**src/rtl/frame_bit_counter_pkg.sv**
```systemverilog
// Phase encoding shared by the TX control FSM, this counter and the serializer mux select.
package frame_pkg;

  localparam int PHASE_W = 3;

  typedef enum logic [PHASE_W-1:0] {
    PH_IDLE   = 3'd0,
    PH_START  = 3'd1,
    PH_DATA   = 3'd2,
    PH_PARITY = 3'd3,
    PH_STOP   = 3'd4
  } phase_e;

endpackage

```
**src/rtl/frame_bit_counter_prescaler.sv**
```systemverilog
// bit_tick_prescaler: divides CLK into bit ticks while a frame is in flight.
// Used by frame_bit_counter only when FRAME_BIT_COUNTER_PRESCALE_EN is defined.
module bit_tick_prescaler #(
  parameter int PRESCALE_W = 16
) (
  input  logic                  CLK,
  input  logic                  RST,
  input  logic                  load,
  input  logic                  clear,
  input  logic                  enable,
  input  logic [PRESCALE_W-1:0] div,
  output logic                  tick
);

  logic [PRESCALE_W-1:0] div_r;
  logic [PRESCALE_W-1:0] cnt_r;
  logic                  wrap_s;

  assign wrap_s = (cnt_r == (div_r - PRESCALE_W'(1)));
  assign tick   = enable && wrap_s;

  // Divisor latch; a zero divisor behaves as divide-by-one.
  always_ff @(posedge CLK) begin
    if (RST) begin
      div_r <= PRESCALE_W'(1);
    end else if (load) begin
      div_r <= (div == PRESCALE_W'(0)) ? PRESCALE_W'(1) : div;
    end else begin
      div_r <= div_r;
    end
  end

  // Cycle counter, wrapping on the same edge the tick is consumed.
  always_ff @(posedge CLK) begin
    if (RST || clear) begin
      cnt_r <= PRESCALE_W'(0);
    end else if (enable) begin
      cnt_r <= wrap_s ? PRESCALE_W'(0) : (cnt_r + PRESCALE_W'(1));
    end else begin
      cnt_r <= cnt_r;
    end
  end

endmodule

```
**src/rtl/frame_bit_counter.sv**
```systemverilog
// Serial TX frame bit-position counter: start, 1..DATA_WIDTH data bits, optional parity, 1/2 stop.
// Optional internal bit-tick prescaler enabled by FRAME_BIT_COUNTER_PRESCALE_EN.
module frame_bit_counter
  import frame_pkg::*;
#(
  parameter  int DATA_WIDTH = 8,
  parameter  int PRESCALE_W = 16,
  localparam int LEN_W      = $clog2(DATA_WIDTH + 1),
  localparam int IDX_W      = (DATA_WIDTH > 1) ? $clog2(DATA_WIDTH) : 1
) (
  input  logic                  CLK,
  input  logic                  RST,
  input  logic                  Start,
  input  logic                  Bit_Tick,
  input  logic [LEN_W-1:0]      Data_Len,
  input  logic                  Parity_En,
  input  logic                  Two_Stop,
  input  logic                  Abort,
`ifdef FRAME_BIT_COUNTER_PRESCALE_EN
  input  logic [PRESCALE_W-1:0] Prescale_Div,
`endif
  output logic [PHASE_W-1:0]    Phase,
  output logic [IDX_W-1:0]      Bit_Index,
  output logic                  Busy,
  output logic                  Last_Data_Bit,
  output logic                  Frame_Done
);

  phase_e             phase_r, phase_nxt_s;
  logic [IDX_W-1:0]   idx_r, idx_nxt_s;
  logic               stop_r, stop_nxt_s;
  logic [LEN_W-1:0]   len_r, len_nxt_s;
  logic               par_r, par_nxt_s;
  logic               two_r, two_nxt_s;
  logic               done_r, done_nxt_s;
  logic [LEN_W-1:0]   len_in_s;
  logic               accept_s;
  logic               last_data_s;
  logic               tick_s;

  assign accept_s    = Start && (phase_r == PH_IDLE) && !Abort;
  assign last_data_s = (phase_r == PH_DATA) && (LEN_W'(idx_r) == (len_r - LEN_W'(1)));

`ifdef FRAME_BIT_COUNTER_PRESCALE_EN
  logic unused_bit_tick_s;
  assign unused_bit_tick_s = Bit_Tick;

  bit_tick_prescaler #(
    .PRESCALE_W (PRESCALE_W)
  ) u_prescaler (
    .CLK    (CLK),
    .RST    (RST),
    .load   (accept_s),
    .clear  (accept_s || Abort),
    .enable (phase_r != PH_IDLE),
    .div    (Prescale_Div),
    .tick   (tick_s)
  );
`else
  localparam int unused_prescale_w = PRESCALE_W;
  assign tick_s = Bit_Tick;
`endif

  // Out-of-range or zero lengths fall back to a full-width data field.
  always_comb begin
    len_in_s = Data_Len;
    if ((Data_Len == LEN_W'(0)) || (Data_Len > LEN_W'(DATA_WIDTH))) begin
      len_in_s = LEN_W'(DATA_WIDTH);
    end else begin
      len_in_s = Data_Len;
    end
  end

  // Next-state logic; Abort overrides Start and ticks.
  always_comb begin
    phase_nxt_s = phase_r;
    idx_nxt_s   = idx_r;
    stop_nxt_s  = stop_r;
    len_nxt_s   = len_r;
    par_nxt_s   = par_r;
    two_nxt_s   = two_r;
    done_nxt_s  = 1'b0;
    if (Abort) begin
      phase_nxt_s = PH_IDLE;
      idx_nxt_s   = IDX_W'(0);
      stop_nxt_s  = 1'b0;
    end else begin
      case (phase_r)
        PH_IDLE: begin
          if (Start) begin
            phase_nxt_s = PH_START;
            idx_nxt_s   = IDX_W'(0);
            stop_nxt_s  = 1'b0;
            len_nxt_s   = len_in_s;
            par_nxt_s   = Parity_En;
            two_nxt_s   = Two_Stop;
          end else begin
            phase_nxt_s = PH_IDLE;
          end
        end
        PH_START: begin
          if (tick_s) begin
            phase_nxt_s = PH_DATA;
            idx_nxt_s   = IDX_W'(0);
          end else begin
            phase_nxt_s = PH_START;
          end
        end
        PH_DATA: begin
          if (tick_s && last_data_s) begin
            phase_nxt_s = par_r ? PH_PARITY : PH_STOP;
            idx_nxt_s   = IDX_W'(0);
          end else if (tick_s) begin
            idx_nxt_s   = idx_r + IDX_W'(1);
          end else begin
            idx_nxt_s   = idx_r;
          end
        end
        PH_PARITY: begin
          if (tick_s) begin
            phase_nxt_s = PH_STOP;
          end else begin
            phase_nxt_s = PH_PARITY;
          end
        end
        PH_STOP: begin
          if (tick_s && two_r && !stop_r) begin
            stop_nxt_s  = 1'b1;
          end else if (tick_s) begin
            phase_nxt_s = PH_IDLE;
            stop_nxt_s  = 1'b0;
            done_nxt_s  = 1'b1;
          end else begin
            phase_nxt_s = PH_STOP;
          end
        end
        default: begin
          phase_nxt_s = PH_IDLE;
          idx_nxt_s   = IDX_W'(0);
          stop_nxt_s  = 1'b0;
        end
      endcase
    end
  end

  // State, latched frame configuration and the completion pulse.
  always_ff @(posedge CLK) begin
    if (RST) begin
      phase_r <= PH_IDLE;
      idx_r   <= IDX_W'(0);
      stop_r  <= 1'b0;
      len_r   <= LEN_W'(0);
      par_r   <= 1'b0;
      two_r   <= 1'b0;
      done_r  <= 1'b0;
    end else begin
      phase_r <= phase_nxt_s;
      idx_r   <= idx_nxt_s;
      stop_r  <= stop_nxt_s;
      len_r   <= len_nxt_s;
      par_r   <= par_nxt_s;
      two_r   <= two_nxt_s;
      done_r  <= done_nxt_s;
    end
  end

  assign Phase         = phase_r;
  assign Bit_Index     = idx_r;
  assign Busy          = (phase_r != PH_IDLE);
  assign Last_Data_Bit = last_data_s;
  assign Frame_Done    = done_r;

endmodule

```
**config.mk**
```make
export PLATFORM = sky130hd
export DESIGN_NAME = frame_bit_counter
export DESIGN_NICKNAME = d
export VERILOG_FILES = /design/src/rtl/frame_bit_counter_pkg.sv /design/src/rtl/frame_bit_counter_prescaler.sv /design/src/rtl/frame_bit_counter.sv
export SDC_FILE = /design/constraint.sdc
export NUM_CORES = 1
export LEC_CHECK = 0
export ABC_AREA = 0
export CAP_MARGIN = 20
export CORE_MARGIN = 2
export CORE_UTILIZATION = 43
export CTS_CLUSTER_DIAMETER = 60
export CTS_CLUSTER_SIZE = 40
export DETAILED_ROUTE_END_ITERATION = 10
export PLACE_DENSITY = 0.83
export SKIP_LAST_GASP = 1
export SYNTH_ARGS = -nofsm -noshare
export SYNTH_HDL_FRONTEND = slang
export SYNTH_SLANG_ARGS = --single-unit
```
**constraint.sdc**
```tcl
create_clock -name CLK -period 2.2 [get_ports CLK]
set_input_delay 0.44 -clock CLK [delete_from_list [all_inputs] [get_ports CLK]]
set_output_delay 0.44 -clock CLK [all_outputs]
set_load 0.005 [all_outputs]
```
==> results.py <==
metrics = {
    "clock_tree": {
        "cts.path.max_buffers": 2,
        "cts_sinks": 14,
        "path_clk_slew_ps": 90,
        "cts_made_buffers": 3,
        "htree_levels": 1,
        "cts_tree": "built",
        "cts_root_buffer": "clkbuf_4",
        "clock_latency_ps": 280,
    },
    "grt": {
        "use_met2_pct": 31.1,
        "met3_usage_pct": 1.11,
        "use_met1_pct": 22.8,
        "grt_usage_pct": 18.2,
        "grt_max_degree": 12,
        "grt_pass1_wl_um": 2950,
        "antenna_found_initial": 0,
        "grt_pass1_vias": 721,
        "grt_overflow": 0,
        "busiest_layer": "met2",
    },
    "detailed_routing": {
        "drc": 0,
        "drt_iter0_drc": 14,
        "antenna_left": 0,
        "drt-total-wl_um": 1780,
        "avgRoutedWirePerCell_um": 11.4,
        "num_vias": 806,
        "drt_pre_antenna_iters": 4,
        "viasPerCell": 5.17,
    },
    "setup_path": {
        "reg2reg_to": "Phase[1]$_SDFFE_PP0P_",
        "arrival_ps": 2080,
        "crit_required_ps": 1760,
        "critPathLaunchType": "register",
        "critPathCaptureType": "output pin",
        "rr_worst_depth": 9,
        "rrSetupSlack_ps": 130,
        "crit_type": "reg -> out",
        "r2r_start": "len_r[1]$_SDFFE_PP0P_",
        "worst-path-max-fanout": 2,
    },
    "sta": {
        "finalCritPeriodShare_pct": 115,
        "period_minus_slack_ps": 2520,
        "slew_headroom_pct": 77.8,
        "setup_viol": 1,
        "slew_violations": 0,
        "tightest_slew_ps": 332,
        "whs_ps": 509,
        "finalHoldViolations": 0,
        "grt_setup_unrepaired": "yes",
        "finalClockSkew_ps": 5.48,
        "finalWorstSetupSlack_ps": -325,
        "max_freq_mhz": 396,
    },
    "status": {
        "violations": "negative setup slack",
        "status": "finished, violations left",
    },
    "final_layout": {
        "nFillCells": 144,
        "antenna_cells": 0,
        "regArea_um2": 283,
        "final_area_mm2": 0.00119,
        "drive_gt1_share_pct": 25.2,
        "multi_input_area_um2": 533,
        "fin_cells": 156,
        "syn_to_final_growth_pct": 42.2,
        "nets": 145,
    },
    "place": {
        "port_buffers": 19,
        "post-dp-hpwl_um": 1440,
        "place_inst": 151,
        "gp_congestion": 0.840,
        "pre_cts_ws_ps": -436,
        "placed_area_mm2": 0.00115,
    },
    "synthesis": {
        "synthTopCellsByArea": "dfxtp_1 33%, nor2_1 6.3%, a21oi_1 5.4%",
        "yosys_warnings": 0,
        "synth_seq_area_share_pct": 33.4,
        "postSynthCellCount": 101,
        "synth_top_area_cell": "dfxtp_1",
        "synth_enable_flop_cells": 0,
        "synth_seq_cells": 14,
        "synth_cell_types": 33,
        "synth-main-ff-cell": "dfxtp_1",
        "netlist_area_um2": 838,
        "synth_area_per_cell_um2": 8.30,
        "synth_top_area_share_pct": 33.4,
        "synth_nets": 114,
        "ys_async_sr_fraction_pct": 0,
    },
    "floorplan": {
        "io_pins": 20,
        "row_count": 15,
        "core-area_mm2": 0.00178,
        "start_util_pct": 47.0,
        "die_x_um": 48.2,
        "fp.dieArea_mm2": 0.00232,
        "die_h_um": 48.2,
    },
    "power_and_ir_drop": {
        "p_per_area_mw_per_mm2": 463,
        "total_power_w": 0.000552,
        "p_leak_nw": 0.427,
        "peakVddDrop_mv": 0.384,
    },
    "min_path": {
        "hold_depth": 1,
        "min_path_type": "reg -> reg",
        "min_to": "Phase[0]$_SDFFE_PP0P_",
        "min_from": "Phase[2]$_SDFFE_PP0P_",
    },
    "run": {
        "drv_cap": 0,
    },
}
[worst max-delay path by stage]
stage	from	to	slack [ps]
3_5_place_dp	len_r[1]$_SDFFE_PP0P_	Last_Data_Bit	-440
6_report	len_r[1]$_SDFFE_PP0P_	Last_Data_Bit	-320
4_1_cts	len_r[1]$_SDFFE_PP0P_	Last_Data_Bit	-450
2_1_floorplan	len_r[0]$_SDFFE_PP0P_	Last_Data_Bit	-60
3_3_place_gp	len_r[1]$_SDFFE_PP0P_	Last_Data_Bit	-420
5_1_grt	len_r[0]$_SDFFE_PP0P_	Last_Data_Bit	-420
[worst max-delay path: stages (launching register included)]
cell and delay, ps:
dfxtp_2 340, inv_2 40, ha_4 150, xor2_2 140, buf_4 140, or4_4 480
a311oi_4 230, nor2b_4 170, buf_2 110
[layout make-up]
cell class                      instances  share of cell area (%)
Multi-Input combinational cell         74                    44.7
Sequential cell                        14                    23.7
Timing Repair Buffer                   32                    23.7
Clock buffer                            4                    3.04
Tap cell                               25                    2.62
Inverter                                7                    2.20
[per-layer routing]
| layer | wire length (um) | vias to the layer above |
|---|---|---|
| li1 | - | 421 |
| met1 | 802 | 364 |
| met2 | 899 | 17 |
| met3 | 43 | 4 |
| met4 | 34 | 0 |
| met5 | 0 | - |
[timing repair]
action	4_1_cts	5_1_grt
gates cloned	0	0
buffers inserted	1	0
setup endpoints to repair	1	7
hold buffers	0	0
gates resized for setup	6	0
pin swaps	3	2
endpoints found under the hold margin	0	0
[power breakdown]
group | total [W] | internal (W) | leakage (nW) | switching [W]
Clock | 0.000188 | 0.000101 | 0.0210 | 0.0000873
Sequential | 0.000267 | 0.000260 | 0.114 | 0.00000705
Combinational | 0.0000970 | 0.0000549 | 0.291 | 0.0000421
Total | 0.000552 | 0.000415 | 0.427 | 0.000136
[per-stage QoR]
step,utilization [%],TNS (ps)
finish,66.9,-325
global route,66.9,-421
CTS,66.9,-451
detailed placement,64.4,-436
global placement,64.4,-417
floorplan,-,-60.2
[state kept, by name, indices dropped and copies added, names as in the netlist]
signal and count:
Bit_Index 3, Frame_Done 1, Phase 3, two_r 1
stop_r 1, len_r 4, par_r 1
[cells in the final DEF (no fill, tap or decap), types with 4 or more instances in the layout]
| master | Yosys | routed |
|---|---|---|
| clkdlybuf4s50_1 | 0 | 18 |
| nor2_1 | 14 | 14 |
| buf_4 | 0 | 13 |
| dfxtp_1 | 14 | 12 |
| a21oi_1 | 9 | 9 |
| nand2_1 | 7 | 7 |
| inv_1 | 7 | 5 |
| nor3b_1 | 4 | 4 |
| a2111o_1 | 4 | 4 |
[cell usage after synthesis (3+ instances only)]
cell type / number
clkbuf_1: 3
dfxtp_1: 14
buf_2: 3
xnor2_1: 3
nor3_1: 3
a31oi_1: 3
a21oi_1: 9
nand2_1: 7
inv_1: 7
nor3b_1: 4
nor2_1: 14
a2111o_1: 4
[kinds of logic after synthesis]
group | count (synthesis) | share of synthesized area (%)
compound gates | 24 | 22.5
xor+xnor | 4 | 4.18
fa+ha+maj | 2 | 2.98
buf+inv | 13 | 6.27
flops | 14 | 33.4
mux | 3 | 3.73
simple gates | 41 | 26.9
Note: power is estimated with default switching activity, not from simulation.
